**src/rtl/sat_counter.sv**
```systemverilog
// Up-counter that increments on inc and holds at all-ones instead of wrapping.
// Synchronous active-high reset.
module sat_counter #(
  parameter int W = 8
) (
  input  logic         clk,
  input  logic         reset,
  input  logic         inc,
  output logic [W-1:0] q
);

  always_ff @(posedge clk) begin
    if (reset) begin
      q <= '0;
    end else if (inc && (q != '1)) begin
      q <= q + 1'b1;
    end
  end

endmodule

```
**config.mk**
```make
export PLATFORM = sky130hd
export DESIGN_NAME = sat_counter
export DESIGN_NICKNAME = d
export VERILOG_FILES = /design/src/rtl/sat_counter.sv
export SDC_FILE = /design/constraint.sdc
export NUM_CORES = 1
export LEC_CHECK = 0
export ABC_AREA = 0
export CAP_MARGIN = 10
export CORE_AREA = 2 2 39 41
export CTS_CLUSTER_SIZE = 14
export DETAILED_ROUTE_END_ITERATION = 7
export DIE_AREA = 0 0 41 43
export SETUP_SLACK_MARGIN = 0.5
export SYNTH_ARGS = -nofsm -noshare
export SYNTH_HDL_FRONTEND = slang
export SYNTH_SLANG_ARGS = --single-unit
```
**constraint.sdc**
```tcl
create_clock -name clk -period 1.4 [get_ports clk]
set_input_delay 0.14 -clock clk [delete_from_list [all_inputs] [get_ports clk]]
set_output_delay 0.14 -clock clk [all_outputs]
set_load 0.05 [all_outputs]
```
==> metrics.md, run 1 <==
| Metric | Value |
|---|---|
| Outcome | finished, final reports clean |
| P per Cell Area | between 600 and 700 nW/um^2 |
| Final antenna-violating net count | 0 |
| WL final | 1187 um |
| Slew @ Worst Pin | 0.1967 ns |
| Post-synth EDFFs | 0 |
| N_diodes | 0 |
| Clk_skew | 0.01444 ns |
| Setup TNS | 0 ns |
| Highest routed layer | met4 |
| Mapped cell area | 430.4 um^2 |
| First-pass GRT wire length | 1925 um |
| Gr usage total | 0.1623 |
| Final hold vios | 0 |
| Clock slew seen by the registers of the worst setup and hold paths | 0.07 ns |
| Critical Path Source Type | register |
| Synth cell types | 25 |
| Register with the most flip-flops | q |
| Buffers on Ports | 10 |
| Routed length per placed instance | 13.64 um |
| DRT Pass-1 Iters | 4 |
| Fin Hold WS | roughly 0.45 ns |
| Worst rel slew slack | 0.8680 |
| DR WL met2 | 646 um |
| DIE AREA | 1763 um^2 |
| Largest net degree at the start of global routing | 9 |
| # rows | 14 |
| Initial antenna violation count | 0 |
| WP data arrival | 1.41 ns |
| CTS tree | built |
| DIE HEIGHT | 43 um |
| Area growth from synthesis to layout | 90.99% |
| WL met3 | 46 um |
| Pleak | 0.3192 nW |
| Die Span X | 41 um |
| Global route total overflow | 0 |
| I/O Pins | 11 |
| DRC | 0 |
| Net count reported at finish | 76 |
| Largest register FFs | 8 |
| Post-CTS Hold Fix Bufs | 0 |
| Via count | 470 |
| Share of cells above drive strength 1 | 0.6197 |
| Final-report setup violation count | 0 |
| Largest registers | q x8 |
| Placed Area | 673.1 um^2 |
| Vias in the first global route | approximately 440 |
| Root buf cell | clkbuf_4 |
| Starting Density | 0.3110 |
| Final Cell Area | just over 800 um^2 |
| Max-cap violations | 0 |
| Routability Congestion | 0.8130 |
| Met1 Wirelength | 478 um |
| FMAX | 791.1 MHz |
| Core area | 1384 um^2 |
| Starting DRT DRC Count | 12 |
| Synth Instances | 46 |
| Max VDD drop | 0.0005125 V |
| Yosys reg bits | 8 |
| Synthesized net count | 50 |
| WP data required | 1.54 ns |
| Deepest clock path buffer count | 2 |
| Tcrit/Tclk final | 0.9029 |
| Fin crit period | 1.264 ns |
| Syn Area/Cell | 9.357 um^2 |
| Reg2reg setup slack | 0.14 ns |
| CTS buffer count | 3 |
| Crit-path max FO | 2 |
| Vias/cell | 5.402 |
| Top FF cell, synth | dfxtp_1 |
| RSZ-0062 raised after global routing | yes |
| CP Class | reg -> reg |
| Hold crit path type | in -> reg |
| Clock tree sinks | 8 |
| Max-slew violations | 0 |
| Ys async rst share | 0 |
| Clk_lat worst skew | ~0.27 ns |
| # H-tree levels | 1 |
| Sequential area share after synthesis | 0.3721 |
| Synth warn | 0 |
| HPWL after DPL | 735.6 um |
| Crit. End Element | register |
cells in the mapped netlist (2+ instances only):
cell type | count | area share
nand3_1 | 2 | 0.023
dfxtp_1 | 8 | 0.37
and4_1 | 2 | 0.041
o21bai_1 | 2 | 0.035
a21oi_1 | 5 | 0.058
nor3_1 | 2 | 0.023
nand2_1 | 5 | 0.044
nand4_1 | 2 | 0.029
a211oi_1 | 2 | 0.035
worst max-delay path, cell delays in order, from the launching register on:
cell,delay (ns)
dfxtp_4,0.36
ha_4,0.15
and3_4,0.18
a21boi_4,0.14
mux2_4,0.30
placed cells by master, fill, tap and decap left out, drive strengths merged:
cell type,n
o311a,1
nand2b,1
and2b,1
and3,1
dfxtp,8
and4,2
a21oi,5
nor2,1
a311oi,1
a211oi,2
or3,1
clkbuf,4
o21ai,1
buf,20
mux2,1
inv,1
nand3,2
a31oi,1
nor3,2
nand2,5
ha,1
clkdlybuf4s50,1
nand4,2
mux2i,1
o21bai,2
a21boi,2
dlygate4sd2,1
report_power, final:
group	total [W]	internal (W)	switching (W)	leakage (nW)
clock	0.000203	0.000110	0.0000937	0.0150
sequential	0.000232	0.000224	0.00000792	0.0707
combinational	0.000101	0.0000540	0.0000471	0.233
logic make-up after synthesis:
logic type      count (synthesis)  share of synthesized area
flops                           8                     0.3721
compound gates                 15                     0.2587
fa+ha+maj                       1                    0.02907
simple gates                   18                     0.2471
buf+inv                         2                    0.03487
mux                             2                    0.05813
area by class of cell:
| cell class | count | area [um^2] |
|---|---|---|
| Sequential cell | 8 | 187.7 |
| Fill cell | 119 | 561.8 |
| Clock buffer | 4 | 26.28 |
| Timing Repair Buffer | 22 | 286.5 |
| Tap cell | 16 | 20.02 |
| Multi-Input combinational cell | 36 | 297.8 |
| Inverter | 1 | 3.754 |
final timing paths:
check | endpoint | start | cells past startpoint
worst min register to register | q[5]$_SDFFE_PP0P_ | q[5]$_SDFFE_PP0P_ | 1
worst max register to register | q[0]$_SDFFE_PP0P_ | q[1]$_SDFFE_PP0P_ | 4
worst min-delay path | q[2]$_SDFFE_PP0P_ | inc | 3
worst max-delay path | q[0]$_SDFFE_PP0P_ | q[1]$_SDFFE_PP0P_ | 4
repair_timing:
action | 4_1_cts | 5_1_grt
endpoints found under the hold margin | 0 | 0
pin swaps | 10 | 2
setup endpoints to repair | 16 | 16
gates resized for setup | 13 | 2
setup buffers | 10 | 0
per-stage QoR:
stage                power, W  setup WS (ns)  cells    util
floorplan           0.0002804        0.06864     46       -
global placement    0.0003246        0.02954     73  0.4864
detailed placement  0.0003250       -0.04488     73  0.4864
CTS                 0.0005400         0.1150     87  0.5904
global route        0.0005651         0.1169     87  0.5940
finish              0.0005368         0.1359     87  0.5940
metal layers:
| layer | vias up | GRT usage |
|---|---|---|
| met5 | - | 0 |
| met4 | 0 | 0.06000 |
| met3 | 2 | 0.04712 |
| met2 | 14 | 0.2531 |
| met1 | 227 | 0.2013 |
| li1 | 227 | - |
No activity file was read; power rests on OpenSTA's default activity.
==> run 2: changes to the inputs <==
ABC_CLOCK_PERIOD_IN_PS = 1400   (was unset)
==> results of run 2 <==
The final DEF is identical to that of run 1; final timing and power are the same.
